--- src/rtl/robo_atuador.sv ---
// Actuation stage behind the navigation FSM: turns one-hot level commands into
// timed wheel/arm sequences and reports busy, done and illegal-command status.
module robo_atuador #(
  parameter int T_AVANCO = 8,
  parameter int T_GIRO   = 6,
  parameter int T_BRACO  = 4,
  parameter int CW       = 8
) (
  input  logic clock,
  input  logic reset,
  input  logic avancar,
  input  logic girar,
  input  logic remover,
  output logic motor_esq_fwd,
  output logic motor_esq_rev,
  output logic motor_dir_fwd,
  output logic motor_dir_rev,
  output logic braco,
  output logic ocupado,
  output logic concluido,
  output logic erro
);

  typedef enum logic [2:0] {
    OCIOSO  = 3'd0,
    AVANCA  = 3'd1,
    GIRA    = 3'd2,
    EXTENDE = 3'd3,
    RECOLHE = 3'd4,
    FALHA   = 3'd5
  } state_t;

  state_t        state_q, state_d;
  logic [CW-1:0] count_q, count_d;
  logic          concluido_q, concluido_d;

  always_ff @(posedge clock or negedge reset) begin
    if (!reset) begin
      state_q     <= OCIOSO;
      count_q     <= '0;
      concluido_q <= 1'b0;
    end else begin
      state_q     <= state_d;
      count_q     <= count_d;
      concluido_q <= concluido_d;
    end
  end

  // Commands are only looked at while idle; anything seen during an operation is dropped.
  always_comb begin
    state_d     = OCIOSO;
    count_d     = '0;
    concluido_d = 1'b0;
    case (state_q)
      OCIOSO: begin
        case ({avancar, girar, remover})
          3'b000: state_d = OCIOSO;
          3'b100: begin
            state_d = AVANCA;
            count_d = CW'(T_AVANCO - 1);
          end
          3'b010: begin
            state_d = GIRA;
            count_d = CW'(T_GIRO - 1);
          end
          3'b001: begin
            state_d = EXTENDE;
            count_d = CW'(T_BRACO - 1);
          end
          default: state_d = FALHA;
        endcase
      end
      AVANCA, GIRA, RECOLHE: begin
        if (count_q == '0) begin
          state_d     = OCIOSO;
          concluido_d = 1'b1;
        end else begin
          state_d = state_q;
          count_d = count_q - CW'(1);
        end
      end
      EXTENDE: begin
        if (count_q == '0) begin
          state_d = RECOLHE;
          count_d = CW'(T_BRACO - 1);
        end else begin
          state_d = EXTENDE;
          count_d = count_q - CW'(1);
        end
      end
      FALHA:   state_d = FALHA;
      default: state_d = OCIOSO;
    endcase
  end

  // Moore decode; each wheel has at most one direction active in any state.
  always_comb begin
    motor_esq_fwd = 1'b0;
    motor_esq_rev = 1'b0;
    motor_dir_fwd = 1'b0;
    motor_dir_rev = 1'b0;
    braco         = 1'b0;
    ocupado       = 1'b0;
    erro          = 1'b0;
    case (state_q)
      AVANCA: begin
        motor_esq_fwd = 1'b1;
        motor_dir_fwd = 1'b1;
        ocupado       = 1'b1;
      end
      GIRA: begin
        motor_esq_rev = 1'b1;
        motor_dir_fwd = 1'b1;
        ocupado       = 1'b1;
      end
      EXTENDE: begin
        braco   = 1'b1;
        ocupado = 1'b1;
      end
      RECOLHE: ocupado = 1'b1;
      FALHA: begin
        ocupado = 1'b1;
        erro    = 1'b1;
      end
      default: ocupado = 1'b0;
    endcase
  end

  assign concluido = concluido_q;

endmodule

--- config.mk ---
export PLATFORM = sky130hd
export DESIGN_NAME = robo_atuador
export DESIGN_NICKNAME = d
export VERILOG_FILES = /design/src/rtl/robo_atuador.sv
export SDC_FILE = /design/constraint.sdc
export NUM_CORES = 1
export LEC_CHECK = 0
export CORE_MARGIN = 2
export CORE_UTILIZATION = 50
export DETAILED_ROUTE_END_ITERATION = 8
export GPL_TIMING_DRIVEN = 0
export HOLD_SLACK_MARGIN = 0.08
export PLACE_DENSITY = 0.74
export REMOVE_ABC_BUFFERS = 1
export SLEW_MARGIN = 20
export SYNTH_ARGS = -nofsm -noshare
export SYNTH_HDL_FRONTEND = slang
export SYNTH_SLANG_ARGS = --single-unit
--- constraint.sdc ---
create_clock -name clock -period 1.8 [get_ports clock]
set_clock_uncertainty 0.1 [all_clocks]
set_input_delay 0.36 -clock clock [delete_from_list [all_inputs] [get_ports clock]]
set_output_delay 0.36 -clock clock [all_outputs]
set_load 0.005 [all_outputs]
==> flow_summary.ini, run 1 <==
[floorplan]
pin_count = 13
die_x_um = 43.1
fp.coreArea_um2 = 1470
rows = 14
start_util_pct = 52.0
die_h_um = 43.1
dieArea_um2 = 1860

[worst_setup_path]
path_common_cell = nor2b_4
slowest_stage = dfrtp_2
crit_end = motor_dir_fwd
crit_chain = nor2b_4 > nor2b_4 > or2_2 > clkdlybuf4s15_1
crit_required_ps = 1340
crit_type = register to output port
reg2reg_depth = 5
critPathMaxFanout = 3
r2r-start = count_q[0]$_DFF_PN0_
rr_endpoint = state_q[2]$_DFFE_PN0P_
end_kind = output port
arrival_ps = 1420
cp-start-kind = register
critPathMaxStageDelay_ps = 410
crit_start = state_q[0]$_DFFE_PN0P_
rrSetupSlack_ps = 70

[pwr]
peakVddDrop_uv = 1070
power_mw = 2.10
p_leak_nw = 0.467
power_density_nw_per_um2 = 2020

[timing]
clock.fmax_ghz = 0.531
finalCriticalPeriod_ps = 1880
setup_viol = 1
slew_violations = 0
grt_setup_unrepaired = true
worst_slew_pin_slew_ps = 510
max_slew_margin_pct = 65.9
hold_violations = 0
holdWs_ps = 324
fin_ws_ps = -84.9
post-route-period-util_pct = 105

[routing]
via_count = 647
ant_nets = 0
drc = 0
drt-pass1-iter-count = 4
drt-initial-drc-count = 12
routed_wl_um = 1640
drt-wirelength-per-cell_um = 14.2
avgViaCountPerCell = 5.63

[yosys]
synth_cells = 83
yosysWarnings = 0
synth_area_per_cell_um2 = 9.21
synth.yosys.seq_area_share_pct = 39.3
synth_cell_types = 32
ys_seq_elements = 12
syn_area_um2 = 764

[placed_design]
gp_congestion = 0.737
portBuffers = 11
dp.cells = 106
placed_area_um2 = 873
dp_hpwl_um = 1090

[clocking]
cts_buffers = 3
cts_max_level = 1
clk_pin_slew_ps = 70
clk_latency_ps = 270
cts_tree = done
cts_buffer_depth = 2
numClockSinks = 12
root_buffer = clkbuf_4

[grt]
grt_use_met3_pct = 2.55
overflow = 0
grt_pass1_wl_um = 2500
grt_max_degree = 13
use_met2_pct = 29.0
antenna_found_initial = 0
track_usage_pct = 18.5
grt_pass1_vias = 580
grt.busiest_layer = met2
met1_usage_pct = 23.3

[cells_and_area]
postLayoutCoreUtil_pct = 70.8
nets = 108
area_growth_pct = 36.3
fin_area_um2 = 1040
diodes = 0
layout-drive-gt1-share_pct = 31.3
nFillCells = 108
fin_cells = 115

[job]
max_cap_viol_count = 0

[min_path]
min_path_type = input port to asynchronous set/reset pin

[status]
status = complete, but fails checks
violations = setup timing
[cells in the mapped netlist (all sizes together)]
master / number / share of area (%)
nor3b: 1 / 1.6
mux2: 1 / 1.5
clkbuf: 1 / 0.49
a21oi: 9 / 5.9
or4: 1 / 1.5
and3: 2 / 1.6
conb: 1 / 0.49
dfrtp: 12 / 39
o32ai: 1 / 1.1
nand2: 8 / 3.9
nor2b: 2 / 1.6
or2: 1 / 0.82
xnor2: 6 / 6.9
nor3: 1 / 0.65
a311o: 1 / 1.3
o31ai: 1 / 0.98
xor2: 1 / 1.1
a221o: 1 / 1.3
buf: 3 / 2.3
and2: 3 / 2.5
inv: 3 / 1.5
or3: 2 / 1.6
o21ai: 2 / 1.3
ha: 2 / 3.3
nor2: 11 / 5.7
o22ai: 1 / 0.82
maj3: 1 / 1.3
a211o: 1 / 1.1
nor4: 3 / 6.4
[final cells by class]
type / instances / area, um2 / area share (%)
timing repair buffer: 17 / 160 / 15.4
multi-input combinational: 64 / 524 / 50.3
sequential: 12 / 304 / 29.2
clock buffer: 3 / 22.5 / 2.16
tap: 16 / 20.0 / 1.92
inverter: 3 / 11.3 / 1.08
[through the flow]
step / setup slack, ps / TNS (ps)
3_5_place_dp: -185 / -659
2_1_floorplan: 231 / 0
4_1_cts: -185 / -318
6_report: -84.9 / -84.9
3_3_place_gp: -168 / -617
5_1_grt: -122 / -197
[per-layer routing]
layer,routed length [um],vias to the layer above
met4,60,0
li1,-,322
met1,723,304
met5,0,-
met2,789,16
met3,64,5
[cell usage in the layout, fill, tap and decap left out, types with 2 or more instances in the layout]
| cell type | n |
|---|---|
| clkdlybuf4s50_1 | 5 |
| and3_1 | 2 |
| dfrtp_1 | 9 |
| nor4_4 | 2 |
| nor2_1 | 9 |
| nand2_1 | 7 |
| inv_1 | 3 |
| buf_6 | 3 |
| or3_1 | 2 |
| ha_1 | 2 |
| xnor2_1 | 6 |
| nor2b_4 | 2 |
| a21oi_1 | 8 |
| dfrtp_2 | 3 |
| buf_4 | 3 |
| clkbuf_4 | 3 |
| dlygate4sd2_1 | 3 |
| and2_4 | 2 |
[sequential cells by signal, summed over array words and instances (netlist names)]
signal and count:
count_q 8, state_q 3, concluido 1
[kinds of logic (layout without fill, tap and decap cells)]
kind of cell | Yosys count | in the layout | share of synthesized area [%]
mux | 1 | 1 | 1.47
xor+xnor | 7 | 7 | 8.02
simple gates | 35 | 35 | 28.0
flops | 12 | 12 | 39.3
other cells | 1 | 1 | 0.491
buf+inv | 7 | 23 | 4.26
compound gates | 17 | 17 | 13.9
fa+ha+maj | 3 | 3 | 4.58
[critical path: cells and delay by family, from the launching register on]
family	cells	cell delay (ps)
flip-flops	1	410
AND/OR/NAND/NOR	3	540
buffers and inverters	1	200
[what timing repair did]
item                       in CTS  in global routing
hold buffers                    0                  0
pin swaps                       0                  3
setup endpoints to repair       7                  9
cloned                          0                  0
buffers inserted                4                  3
resized for setup              18                 17
[power breakdown]
part / total, mW / internal [mW] / leakage, nW / switching (mW)
combinational: 1.40 / 0.744 / 0.300 / 0.657
sequential: 0.545 / 0.385 / 0.153 / 0.159
clock: 0.159 / 0.0775 / 0.0138 / 0.0811
[how the worst min path moves through the flow]
stage                               from  slack [ps]                    to
detailed placement  count_q[7]$_DFF_PN0_         470  count_q[7]$_DFF_PN0_
floorplan                          reset         -40   concluido$_DFF_PN0_
finish                             reset         320  count_q[5]$_DFF_PN0_
global route                       reset         390  count_q[5]$_DFF_PN0_
CTS                                reset         350  count_q[5]$_DFF_PN0_
global placement    count_q[7]$_DFF_PN0_         460  count_q[7]$_DFF_PN0_
Power figures use the tool's default switching activity.
==> run 2, diff against run 1 <==
--- a/config.mk
+++ b/config.mk
@@ -5,12 +5,13 @@
 export SDC_FILE = /design/constraint.sdc
 export NUM_CORES = 1
 export LEC_CHECK = 0
+export CORE_ASPECT_RATIO = 1.2
 export CORE_MARGIN = 2
-export CORE_UTILIZATION = 50
+export CORE_UTILIZATION = 45
 export DETAILED_ROUTE_END_ITERATION = 8
 export GPL_TIMING_DRIVEN = 0
 export HOLD_SLACK_MARGIN = 0.08
-export PLACE_DENSITY = 0.74
+export PLACE_DENSITY = 0.7
 export REMOVE_ABC_BUFFERS = 1
 export SLEW_MARGIN = 20
 export SYNTH_ARGS = -nofsm -noshare
==> constraint.sdc (replaced) <==
create_clock -name clock -period 1.7 [get_ports clock]
set_clock_uncertainty 0.1 [all_clocks]
set_input_delay 0.34 -clock clock [delete_from_list [all_inputs] [get_ports clock]]
set_output_delay 0.34 -clock clock [all_outputs]
set_load 0.005 [all_outputs]
==> flow_summary.ini, run 2 (synthesis gave the netlist of run 1 again) <==
[status]
status = complete, but fails checks
violations = setup timing

[cells_and_area]
top_register = count_q
fin_area_um2 = 1100
area_growth_pct = 44.5
nets = 115
layout-drive-gt1-share_pct = 42.1
largest_reg_flops = 8
diodes = 0
final_cell_mix = nor2_1 (9), dfrtp_1 (9), buf_4 (9)

[worst_setup_path]
critPathMaxStageDelay_ps = 410
crit_required_ps = 1260
crit_family = simple AND/OR/NAND/NOR gates
cp_num_buf_inv = 2
arrival_ps = 1330
crit_type = register to output port
slowest_stage = dfrtp_2
end_kind = output port
critPathMaxFanout = 3
crit_chain = buf_6 > nor2_4 > and2_4 > or2_4 > buf_6
cp-start-kind = register
path_common_cell = buf_6

[timing]
fin_ws_ps = -70.1
setup_viol = 3
hold_violations = 0
max_slew_margin_pct = 63.5
worst_slew_pin_slew_ps = 545
clock.fmax_ghz = 0.565
post-route-period-util_pct = 104
holdWs_ps = 311
finalCriticalPeriod_ps = 1770
grt_setup_unrepaired = true
slew_violations = 0

[grt]
antenna_found_initial = 0
track_usage_pct = 18.8
grt.busiest_layer = met2
overflow = 0
use_met2_pct = 33.6
grt_max_degree = 13
grt_use_met3_pct = 3.70
grt_pass1_wl_um = 2950
grt_pass1_vias = 665
met1_usage_pct = 22.0

[floorplan]
fp.coreArea_um2 = 1620
start_util_pct = 47.1
die_h_um = 49.2
dieArea_um2 = 2050
pin_count = 13
die_x_um = 41.6
rows = 16

[pwr]
comb_power_share_pct = 67.1
p_leak_nw = 0.520
internal_power_mw = 1.45
peakVddDrop_uv = 1080
power_switching_mw = 1.01
power_density_nw_per_um2 = 2230
swShare_pct = 41.0
pwr-share-clk_pct = 9.2
p_seq_share_pct = 23.6
power_mw = 2.46

[job]
max_cap_viol_count = 0

[routing]
ant_nets = 0
drt-pass1-iter-count = 4
routed_wl_um = 1810
drt-initial-drc-count = 11
via_count = 672
drt-wirelength-per-cell_um = 14.5
avgViaCountPerCell = 5.38
drc = 0

[placed_design]
placed_area_um2 = 876
portBuffers = 11
dp_hpwl_um = 1130
gp_congestion = 0.735
dp_slack_ps = -271

[clocking]
clk_latency_ps = 280
cts_buffers = 3
clk_pin_slew_ps = 80
cts_hold_buf = 0
cts_tree = done
numClockSinks = 12
cts_buffer_depth = 2
root_buffer = clkbuf_4
cts_max_level = 1

[min_path]
min_path_type = input port to asynchronous set/reset pin
[run 2: cell count changes in the layout (fill, tap and decap cells not counted), sizes merged]
cell	before	now
clkdlybuf4s50	5	2
dlygate4sd2	3	0
dlymetal6s2s	1	3
buf	6	19
clkdlybuf4s15	1	0
[run 2: power by group through the flow]
stage | registers, mW | logic (mW) | clock network, mW
floorplan | 0.541 | 0.732 | 0
global placement | 0.570 | 1.03 | 0
detailed placement | 0.578 | 1.06 | 0
CTS | 0.579 | 1.38 | 0.226
global route | 0.602 | 1.80 | 0.245
finish | 0.582 | 1.65 | 0.227
[run 2: per-layer routing]
layer  up-vias  part of all wire, %
li1        331                    -
met1       315                   40
met2        21                   54
met3         5                  4.3
met4         0                  2.1
met5         -                    0
[run 2: final cells by class]
class                           count  area, um2
Timing Repair Buffer               24        215
Fill cell                         127        517
Inverter                            3       11.3
Sequential cell                    12        304
Tap cell                           18       22.5
Clock buffer                        4       36.3
Multi-Input combinational cell     64        515
[run 2: path summary, 6_finish.rpt]
kind	from	end	slack [ps]	cells past startpoint
min	reset	concluido$_DFF_PN0_	310	1
max reg2reg	state_q[2]$_DFFE_PN0P_	count_q[2]$_DFF_PN0_	-20	6
min in group clock	remover	count_q[2]$_DFF_PN0_	370	2
max in group asynchronous	reset	state_q[0]$_DFFE_PN0P_	790	1
min reg2reg	state_q[2]$_DFFE_PN0P_	state_q[1]$_DFFE_PN0P_	490	2
max	state_q[2]$_DFFE_PN0P_	motor_dir_fwd	-70	5
[run 2: worst register-to-register path: stages, from the launching register on]
cell and delay (ps):
dfrtp_2 440, buf_6 130, buf_12 120, xor2_1 140, mux2_4 320, o21ai_4 230, o32ai_2 110
[run 2: what timing repair did]
action	in CTS	in global routing
endpoints found under the setup margin	14	10
endpoints found under the hold margin	0	0
gates cloned	0	0
pin swaps	3	5
resized for setup	45	10
setup buffers	9	4
[run 2: per-stage QoR]
step | utilization, % | setup TNS (ps) | cells
6_report | 68.1 | -113 | 125
5_1_grt | 68.1 | -302 | 125
4_1_cts | 64.0 | -106 | 121
3_5_place_dp | 54.0 | -1550 | 108
3_3_place_gp | 54.0 | -1290 | 108
2_1_floorplan | - | 0 | 79
==> run 3, diff against run 2 <==
--- a/config.mk
+++ b/config.mk
@@ -5,9 +5,9 @@
 export SDC_FILE = /design/constraint.sdc
 export NUM_CORES = 1
 export LEC_CHECK = 0
-export CORE_ASPECT_RATIO = 1.2
-export CORE_MARGIN = 2
+export CORE_MARGIN = 10
 export CORE_UTILIZATION = 45
+export CTS_CLUSTER_SIZE = 14
 export DETAILED_ROUTE_END_ITERATION = 8
 export GPL_TIMING_DRIVEN = 0
 export HOLD_SLACK_MARGIN = 0.08
==> flow_summary.ini, run 3 (synthesis gave the netlist of run 1 again) <==
[cells_and_area]
layout-drive-gt1-share_pct = 45.5
fin_area_um2 = 1130
area_growth_pct = 48.1
nets = 121
mostFrequentLayoutCell = buf_4
final_cell_mix = buf_4 (15), nor2_1 (9), a21oi_1 (7), dfrtp_1 (7)
top_register = count_q
diodes = 0
largest_reg_flops = 8

[floorplan]
dieArea_um2 = 3750
fp.coreArea_um2 = 1560
start_util_pct = 49.0
pin_count = 13
die_h_um = 61.2
rows = 14
die_x_um = 61.2

[clocking]
clk_pin_slew_ps = 70
cts_max_level = 1
root_buffer = clkbuf_4
cts_tree = done
clk_latency_ps = 280
cts_buffer_depth = 2
numClockSinks = 12
cts_buffers = 3

[timing]
finalCriticalPeriod_ps = 1820
max_slew_margin_pct = 63.4
fin_setup_tns_ps = -399
worst_slew_pin_slew_ps = 547
post-route-period-util_pct = 107
grt_setup_unrepaired = true
holdWs_ps = 312
clock.fmax_ghz = 0.549
slew_violations = 0
hold_violations = 0
fin_ws_ps = -122
setup_viol = 8

[grt]
track_usage_pct = 12.0
overflow = 0
antenna_found_initial = 0
met1_usage_pct = 12.7
grt.busiest_layer = met2
grt_use_met3_pct = 2.88
grt_pass1_wl_um = 3270
grt_pass1_vias = 727
use_met2_pct = 19.8
grt_max_degree = 13

[worst_setup_path]
cp-start-kind = register
end_kind = output port
arrival_ps = 1380
crit_type = register to output port
critPathMaxFanout = 5
crit_required_ps = 1260

[pwr]
peakVddDrop_uv = 1210
power_density_nw_per_um2 = 2210
p_leak_nw = 0.533

[routing]
drt-pass1-iter-count = 4
via_count = 730
drt-initial-drc-count = 11
ant_nets = 0
avgViaCountPerCell = 5.70
drc = 0
drt-wirelength-per-cell_um = 16.5
routed_wl_um = 2110

[status]
violations = setup timing
status = complete, but fails checks

[placed_design]
portBuffers = 11
dp_slack_ps = -260
gp_congestion = 0.807
placed_area_um2 = 873

[job]
max_cap_viol_count = 0

[min_path]
min_path_type = input port to asynchronous set/reset pin
run 3: through the flow:
step                instances  power [mW]  utilization, %
finish                    128        2.50            72.6
global route              128        2.69            72.6
CTS                       122        2.22            67.4
detailed placement        106        1.64            56.0
global placement          106        1.63            56.0
floorplan                  79        1.27               -
run 3: layout make-up:
cell class,instances,area [um2]
Fill cell,115,427
Timing Repair Buffer,30,258
Tap cell,16,20.0
Inverter,3,11.3
Multi-Input combinational cell,64,514
Clock buffer,3,22.5
Sequential cell,12,307
run 3: timing repair:
item,4_1_cts,5_1_grt
pin swaps,2,5
hold buffers,0,0
hold endpoints to repair,0,0
resized for setup,41,16
setup endpoints to repair,14,13
buffers inserted,13,6
run 3: power by group:
part | total [mW] | internal [mW] | switching [mW]
clock | 0.174 | 0.0822 | 0.0913
sequential | 0.581 | 0.411 | 0.170
combinational | 1.75 | 0.942 | 0.806
total | 2.50 | 1.44 | 1.07
run 3: worst paths after layout:
path	start	end	slack, ps	cells past startpoint
worst max-delay path	state_q[2]$_DFFE_PN0P_	motor_dir_fwd	-120	5
worst min-delay path	reset	concluido$_DFF_PN0_	310	1
worst max register to register	state_q[2]$_DFFE_PN0P_	count_q[2]$_DFF_PN0_	-60	6
worst min register to register	count_q[3]$_DFF_PN0_	count_q[3]$_DFF_PN0_	500	2
max in group asynchronous	reset	count_q[3]$_DFF_PN0_	790	1
min in group clock	remover	count_q[2]$_DFF_PN0_	350	2
run 3: critical path, stage by stage (launching register included):
cell     delay, ps
dfrtp_2        440
buf_6          130
nor2_4          30
and2_4         140
or2_4          240
buf_6          110
run 3: metal layers:
layer	share of wire, %	wire length [um]
met1	43	911
met2	50	1060
met3	3.3	69
met4	3.4	71
met5	0	0
